<file path="config.mk">
export PLATFORM = sky130hd
export DESIGN_NAME = miner_cmd_frontend
export DESIGN_NICKNAME = d
export VERILOG_FILES = /design/src/rtl/miner_cmd_frontend.sv
export SDC_FILE = /design/constraint.sdc
export NUM_CORES = 2
export LEC_CHECK = 0
export ABC_AREA = 1
export BUFFER_PORTS_ARGS = -buffer_cell sky130_fd_sc_hd__buf_2
export CAP_MARGIN = 20
export CORE_MARGIN = 4
export CORE_UTILIZATION = 30
export CTS_CLUSTER_SIZE = 14
export DETAILED_ROUTE_END_ITERATION = 8
export PLACE_DENSITY = 0.52
export SLEW_MARGIN = 20
export SYNTH_ARGS = -nofsm -noshare
export SYNTH_HDL_FRONTEND = slang
export SYNTH_SLANG_ARGS = --single-unit
export TNS_END_PERCENT = 5
</file>
<file path="constraint.sdc">
create_clock -name clk -period 34.8 [get_ports clk]
set_clock_uncertainty 0.15 [all_clocks]
set_input_delay 5.22 -clock clk [delete_from_list [all_inputs] [get_ports clk]]
set_output_delay 5.22 -clock clk [all_outputs]
set_load 0.005 [all_outputs]
</file>
<file path="src/rtl/miner_cmd_frontend.sv">
// miner_cmd_frontend: SPI byte command decoder that assembles hash jobs, reads them back and returns results.
// Optional build macro MINER_CMD_CHECKSUM_EN: LOAD expects a trailing XOR checksum byte before committing.
module miner_cmd_frontend #(
  parameter int STATE_BYTES = 32,
  parameter int MSG_BYTES   = 12,
  parameter int RES_BYTES   = 4
) (
  input  logic                     clk,
  input  logic                     reset,
  input  logic                     rx_valid,
  input  logic [7:0]               rx_data,
  output logic [7:0]               tx_data,
  output logic [STATE_BYTES*8-1:0] job_state,
  output logic [MSG_BYTES*8-1:0]   job_msg,
  output logic                     job_valid,
  input  logic                     job_ready,
  input  logic                     core_busy,
  input  logic                     res_valid,
  input  logic [RES_BYTES*8-1:0]   res_data,
  output logic                     err_flag
);

  localparam int JOB_BYTES = STATE_BYTES + MSG_BYTES;
  localparam int JOB_W     = JOB_BYTES * 8;
  localparam int RES_W     = RES_BYTES * 8;
  localparam int CNT_W     = ($clog2(JOB_BYTES + 1) > $clog2(RES_BYTES + 1)) ?
                             $clog2(JOB_BYTES + 1) : $clog2(RES_BYTES + 1);

  localparam logic [CNT_W-1:0] JOB_LAST = CNT_W'(JOB_BYTES - 1);
  localparam logic [CNT_W-1:0] RES_LAST = CNT_W'(RES_BYTES - 1);
  localparam logic [CNT_W-1:0] CNT_ONE  = CNT_W'(1);
  localparam logic [CNT_W-1:0] CNT_ZERO = CNT_W'(0);

`ifdef MINER_CMD_CHECKSUM_EN
  localparam logic [CNT_W-1:0] LOAD_LAST = CNT_W'(JOB_BYTES);
  localparam int               SHADOW_W  = JOB_W;
`else
  localparam logic [CNT_W-1:0] LOAD_LAST = JOB_LAST;
  localparam int               SHADOW_W  = JOB_W - 8;
`endif

  localparam logic [7:0] CMD_MSG_START = 8'hA2;
  localparam logic [7:0] CMD_GET_STATE = 8'hA3;
  localparam logic [7:0] CMD_GET_MSG   = 8'hA4;
  localparam logic [7:0] CMD_GET_RES   = 8'hA5;
  localparam logic [7:0] STS_WAITING   = 8'hA0;
  localparam logic [7:0] STS_WORKING   = 8'hA1;
  localparam logic [7:0] STS_RES_READY = 8'hA6;

  typedef enum logic [1:0] {
    ST_IDLE   = 2'd0,
    ST_LOAD   = 2'd1,
    ST_RD_JOB = 2'd2,
    ST_RD_RES = 2'd3
  } state_t;

`ifdef MINER_CMD_CHECKSUM_EN
  function automatic logic [7:0] xor_bytes(input logic [JOB_W-1:0] data);
    logic [7:0] acc;
    acc = 8'h00;
    for (int i = 0; i < JOB_BYTES; i++) begin
      acc = acc ^ data[i*8 +: 8];
    end
    return acc;
  endfunction
`endif

  state_t              state_r;
  logic [CNT_W-1:0]    cnt_r;
  logic [SHADOW_W-1:0] shadow_r;
  logic [RES_W-1:0]    res_buf_r;
  logic                res_pending_r;
  logic                hold_r;
  logic [RES_W-1:0]    hold_data_r;

  logic [CNT_W-1:0]    rd_idx_s;
  logic [CNT_W-1:0]    job_sh_s;
  logic [CNT_W-1:0]    res_sh_s;
  logic [JOB_W-1:0]    job_all_s;
  logic [7:0]          job_byte_s;
  logic [7:0]          res_byte_s;
  logic [7:0]          status_s;
  logic [SHADOW_W-1:0] shadow_next_s;
  logic [JOB_W-1:0]    commit_data_s;
  logic                load_done_s;
  logic                commit_s;
  logic                csum_err_s;
  logic                rd_res_done_s;

  // Readback byte selection and status byte; indexes the job/result without disturbing them.
  always_comb begin
    if (state_r == ST_IDLE) begin
      rd_idx_s = CNT_ZERO;
    end else begin
      rd_idx_s = cnt_r + CNT_ONE;
    end
    job_all_s  = {job_state, job_msg};
    job_sh_s   = JOB_LAST - rd_idx_s;
    res_sh_s   = RES_LAST - rd_idx_s;
    job_byte_s = 8'(job_all_s >> {job_sh_s, 3'b000});
    res_byte_s = 8'(res_buf_r >> {res_sh_s, 3'b000});
    if (res_pending_r) begin
      status_s = STS_RES_READY;
    end else if (core_busy) begin
      status_s = STS_WORKING;
    end else begin
      status_s = STS_WAITING;
    end
  end

  // Load completion and the value handed to the job registers.
  always_comb begin
    shadow_next_s = SHADOW_W'({shadow_r, rx_data});
    load_done_s   = rx_valid && (state_r == ST_LOAD) && (cnt_r == LOAD_LAST);
    rd_res_done_s = rx_valid && (state_r == ST_RD_RES) && (cnt_r == RES_LAST);
`ifdef MINER_CMD_CHECKSUM_EN
    commit_data_s = shadow_r;
    commit_s      = load_done_s && (xor_bytes(shadow_r) == rx_data);
    csum_err_s    = load_done_s && (xor_bytes(shadow_r) != rx_data);
`else
    commit_data_s = {shadow_r, rx_data};
    commit_s      = load_done_s;
    csum_err_s    = 1'b0;
`endif
  end

  // Command FSM: decodes bytes, fills the shadow buffer and walks readback pointers.
  always_ff @(posedge clk or posedge reset) begin
    if (reset) begin
      state_r  <= ST_IDLE;
      cnt_r    <= CNT_ZERO;
      tx_data  <= STS_WAITING;
      shadow_r <= {SHADOW_W{1'b0}};
      err_flag <= 1'b0;
    end else if (rx_valid) begin
      case (state_r)
        ST_IDLE: begin
          case (rx_data)
            CMD_MSG_START: begin
              state_r <= ST_LOAD;
              cnt_r   <= CNT_ZERO;
            end
            CMD_GET_STATE: begin
              tx_data <= status_s;
            end
            CMD_GET_MSG: begin
              state_r <= ST_RD_JOB;
              cnt_r   <= CNT_ZERO;
              tx_data <= job_byte_s;
            end
            CMD_GET_RES: begin
              state_r <= ST_RD_RES;
              cnt_r   <= CNT_ZERO;
              tx_data <= res_byte_s;
            end
            default: begin
              err_flag <= 1'b1;
              tx_data  <= STS_WAITING;
            end
          endcase
        end
        ST_LOAD: begin
          shadow_r <= shadow_next_s;
          if (cnt_r == LOAD_LAST) begin
            state_r <= ST_IDLE;
            cnt_r   <= CNT_ZERO;
            tx_data <= STS_WAITING;
            if (csum_err_s) begin
              err_flag <= 1'b1;
            end
          end else begin
            cnt_r <= cnt_r + CNT_ONE;
          end
        end
        ST_RD_JOB: begin
          if (cnt_r == JOB_LAST) begin
            state_r <= ST_IDLE;
            cnt_r   <= CNT_ZERO;
            tx_data <= STS_WAITING;
          end else begin
            cnt_r   <= cnt_r + CNT_ONE;
            tx_data <= job_byte_s;
          end
        end
        ST_RD_RES: begin
          if (cnt_r == RES_LAST) begin
            state_r <= ST_IDLE;
            cnt_r   <= CNT_ZERO;
            tx_data <= STS_WAITING;
          end else begin
            cnt_r   <= cnt_r + CNT_ONE;
            tx_data <= res_byte_s;
          end
        end
        default: begin
          state_r <= ST_IDLE;
          cnt_r   <= CNT_ZERO;
          tx_data <= STS_WAITING;
        end
      endcase
    end
  end

  // Job hand-off: a completing load always wins over acceptance in the same cycle.
  always_ff @(posedge clk or posedge reset) begin
    if (reset) begin
      job_state <= {(STATE_BYTES*8){1'b0}};
      job_msg   <= {(MSG_BYTES*8){1'b0}};
      job_valid <= 1'b0;
    end else if (commit_s) begin
      {job_state, job_msg} <= commit_data_s;
      job_valid            <= 1'b1;
    end else if (job_valid && job_ready) begin
      job_valid <= 1'b0;
    end
  end

  // Result capture; a result arriving mid-readback is parked until the readback ends.
  always_ff @(posedge clk or posedge reset) begin
    if (reset) begin
      res_buf_r     <= {RES_W{1'b0}};
      res_pending_r <= 1'b0;
      hold_r        <= 1'b0;
      hold_data_r   <= {RES_W{1'b0}};
    end else if (state_r == ST_RD_RES) begin
      if (rd_res_done_s) begin
        hold_r <= 1'b0;
        if (res_valid) begin
          res_buf_r     <= res_data;
          res_pending_r <= 1'b1;
        end else if (hold_r) begin
          res_buf_r     <= hold_data_r;
          res_pending_r <= 1'b1;
        end else begin
          res_pending_r <= 1'b0;
        end
      end else if (res_valid) begin
        hold_r      <= 1'b1;
        hold_data_r <= res_data;
      end
    end else if (res_valid) begin
      res_buf_r     <= res_data;
      res_pending_r <= 1'b1;
    end
  end

endmodule

</file>
==> results.json <==
{
  "status": "finished, final reports clean",
  "overflow": 0,
  "synth_mux_area_share_pct": 0.499,
  "combinationalPowerShare_pct": 21.8,
  "die_y_um": 344,
  "internal-power_uw": 1690,
  "syn_area_per_cell_um2": 8.41,
  "power.density_nw_per_um2": 64.0,
  "clkSinkCount": 780,
  "end_kind": "flip-flop",
  "worstMarginPinSlew_ns": 1.17,
  "drc": 0,
  "clockBufferDepth": 3,
  "start_kind": "input port",
  "drive_above_1_share_pct": 14.6,
  "dp_hpwl_um": 75800,
  "min_period_over_period_pct": 22.3,
  "rsz0062_at_grt": "no",
  "p_leak_uw": 0.0189,
  "clk_latency_ns": 0.66,
  "syn_nets": 4078,
  "max_slew_margin_pct": 21.8,
  "grt-busiest-layer": "met2",
  "drv_cap": 0,
  "clk_pin_slew_ns": 0.06,
  "grt_pass1_wl_um": 173000,
  "groute.usage.overall_pct": 19.2,
  "synthArstFlopShare_pct": 100,
  "crit_type": "input port to flip-flop",
  "tns_ns": 0,
  "first_iter_violations": 2164,
  "syn_to_final_growth_pct": 18.4,
  "clock.fmax_mhz": 129,
  "whs_ns": 0.319,
  "use_met3_pct": 4.07,
  "grt_pass1_vias": 26900,
  "drt_first_pass_iters": 5,
  "hold_viol_final": 0,
  "clkPwrFrac_pct": 38.2,
  "fin_crit_ns": 7.76,
  "final_nets": 4354,
  "coreArea_um2": 111000,
  "netlist_instances": 4024,
  "synth-simple-area-share_pct": 19.9,
  "power_frac_seq_pct": 40.1,
  "synth_compound_area_share_pct": 12.8,
  "vdd_ir_drop_max_v": 0.0000577,
  "synth-edff-count": 0,
  "synthAdderAreaFrac_pct": 0.296,
  "yosysWarningCount": 0,
  "rows": 122,
  "cts_root_buf": "clkbuf_16",
  "vias": 27400,
  "synthesis.area_um2": 33800,
  "ys_ff_latch": 780,
  "cp_max_fo": 214,
  "die_w_um": 344,
  "p_sw_uw": 871,
  "tritoncts": "done",
  "postRouteAntennaNets": 0,
  "die_area_um2": 118000,
  "ctsResizeCount": 0,
  "cts_buffers": 91,
  "routed_wl_um": 115000,
  "pin_count": 408,
  "slew_violations": 0,
  "grt_use_met1_pct": 26.9,
  "critPathArrivalTime_ns": 8.08,
  "initial_core_util_pct": 30.4,
  "grt_max_degree": 262,
  "synth-main-ff-cell": "dfrtp_1",
  "antenna_found_initial": 4,
  "hold_class": "flip-flop to flip-flop",
  "place_congestion": 0.811,
  "cts_hold_buffers": 0,
  "routed_wire_length_per_instance_um": 19.6,
  "seq_area_frac_synth_pct": 57.7,
  "switching_share_pct": 34.0,
  "cts_max_level": 3,
  "finalSetupViolCount": 0,
  "portBuffers": 407,
  "synth_top_family_by_area": "simple AND/OR/NAND/NOR gates",
  "vias_per_cell": 4.68,
  "gr-usage-met2_pct": 30.2,
  "synth_xor_xnor_area_share_pct": 0.192,
  "required_ns": 35.12,
  "ys_types": 41,
  "post_cts_buffers": 0
}
-- layout make-up --
| type | count | area (µm²) |
|---|---|---|
| Antenna cell | 3 | 7.51 |
| Clock buffer | 132 | 2660 |
| Clock inverter | 30 | 400 |
| Fill cell | 11700 | 71200 |
| Inverter | 481 | 1820 |
| Multi-Input combinational cell | 2508 | 11400 |
| Sequential cell | 780 | 19500 |
| Tap cell | 1488 | 1860 |
| Timing Repair Buffer | 438 | 2340 |
-- worst paths after layout --
| check | from | end | slack (ns) | cells after the start |
|---|---|---|---|---|
| min in group asynchronous | reset | job_state[173] | 4.49 | 2 |
| max in group asynchronous | reset | shadow_r[78] | 27.11 | 5 |
| setup / recovery | rx_valid | shadow_r[227] | 27.04 | 5 |
| hold / removal | tx_data[7] | tx_data[7] | 0.32 | 2 |
| setup reg to reg | state_r[1] | tx_data[4] | 30.27 | 17 |
| hold reg to reg | tx_data[7] | tx_data[7] | 0.32 | 2 |
-- power groups by stage --
stage          Clock (µW)  Combinational (µW)  Sequential [µW]
2_1_floorplan           0                 372             1030
3_3_place_gp            0                 564             1040
3_5_place_dp            0                 568             1040
4_1_cts              1000                 571             1030
5_1_grt              1040                 628             1040
6_report              978                 558             1030
-- metrics by stage --
stage	worst slack, ns	util [%]	power, µW	instance area [µm²]	std cells
4_1_cts	26.99	36.0	2600	40100	5857
5_1_grt	26.64	36.0	2700	40100	5857
6_report	27.04	36.0	2560	40100	5860
3_5_place_dp	26.28	33.2	1610	37000	5695
2_1_floorplan	7.53	-	1410	33800	4024
3_3_place_gp	26.26	33.2	1600	37000	5695
-- critical path, stage by stage --
cell and delay [ns]:
buf_2 0.16, nand2_4 0.74, buf_12 0.56, buf_4 0.90
o21ai_0 0.19
-- flip-flops by register name, summed over array words and instances, names as in the netlist --
register,flops
state_r,2
cnt_r,6
res_pending_r,1
shadow_r,344
job_valid,1
err_flag,1
hold_r,1
job_msg,96
job_state,256
hold_data_r,32
res_buf_r,32
tx_data,8
-- cell usage in the layout, fill, tap and decap left out, types with 7 or more instances in the layout --
cell type / count
a21oi_1: 51
a31oi_1: 16
buf_2: 407
buf_4: 25
clkbuf_1: 19
clkbuf_16: 92
clkbuf_8: 21
clkinv_2: 12
dfrtp_1: 778
ha_1: 8
inv_1: 470
inv_2: 7
mux2_2: 14
nand2_1: 1152
nand3_1: 343
nand4_1: 10
nor2_1: 100
o211ai_1: 7
o21ai_0: 751
o22ai_1: 14
-- routing by layer --
metal	up-vias	wire length, µm
li1	13400	-
met1	13200	52200
met2	667	52300
met3	140	7320
met4	4	2870
met5	-	18
-- kinds of logic after synthesis --
kind of cell / after synthesis
adders and majority gates: 8
buffers and inverters: 736
muxes: 15
and+or+nand+nor: 1632
AOI/OAI and AO/OA: 849
DFF: 780
xor gates and xnor gates: 4
-- synthesized netlist by cell type, types with 8 or more instances --
library cell	number	area share (%)
nand2_1	1154	13
dfrtp_1	778	58
o21ai_0	751	11
inv_1	471	5.2
nand3_1	345	5.1
clkbuf_1	151	1.7
nor2_1	101	1.1
buf_2	73	1.1
a21oi_1	51	0.75
buf_1	17	0.19
a31oi_1	16	0.30
mux2_2	14	0.47
o22ai_1	14	0.26
nand4_1	10	0.18
buf_4	9	0.20
ha_1	8	0.30
inv_2	8	0.089
(Power assumes the default switching activity.)
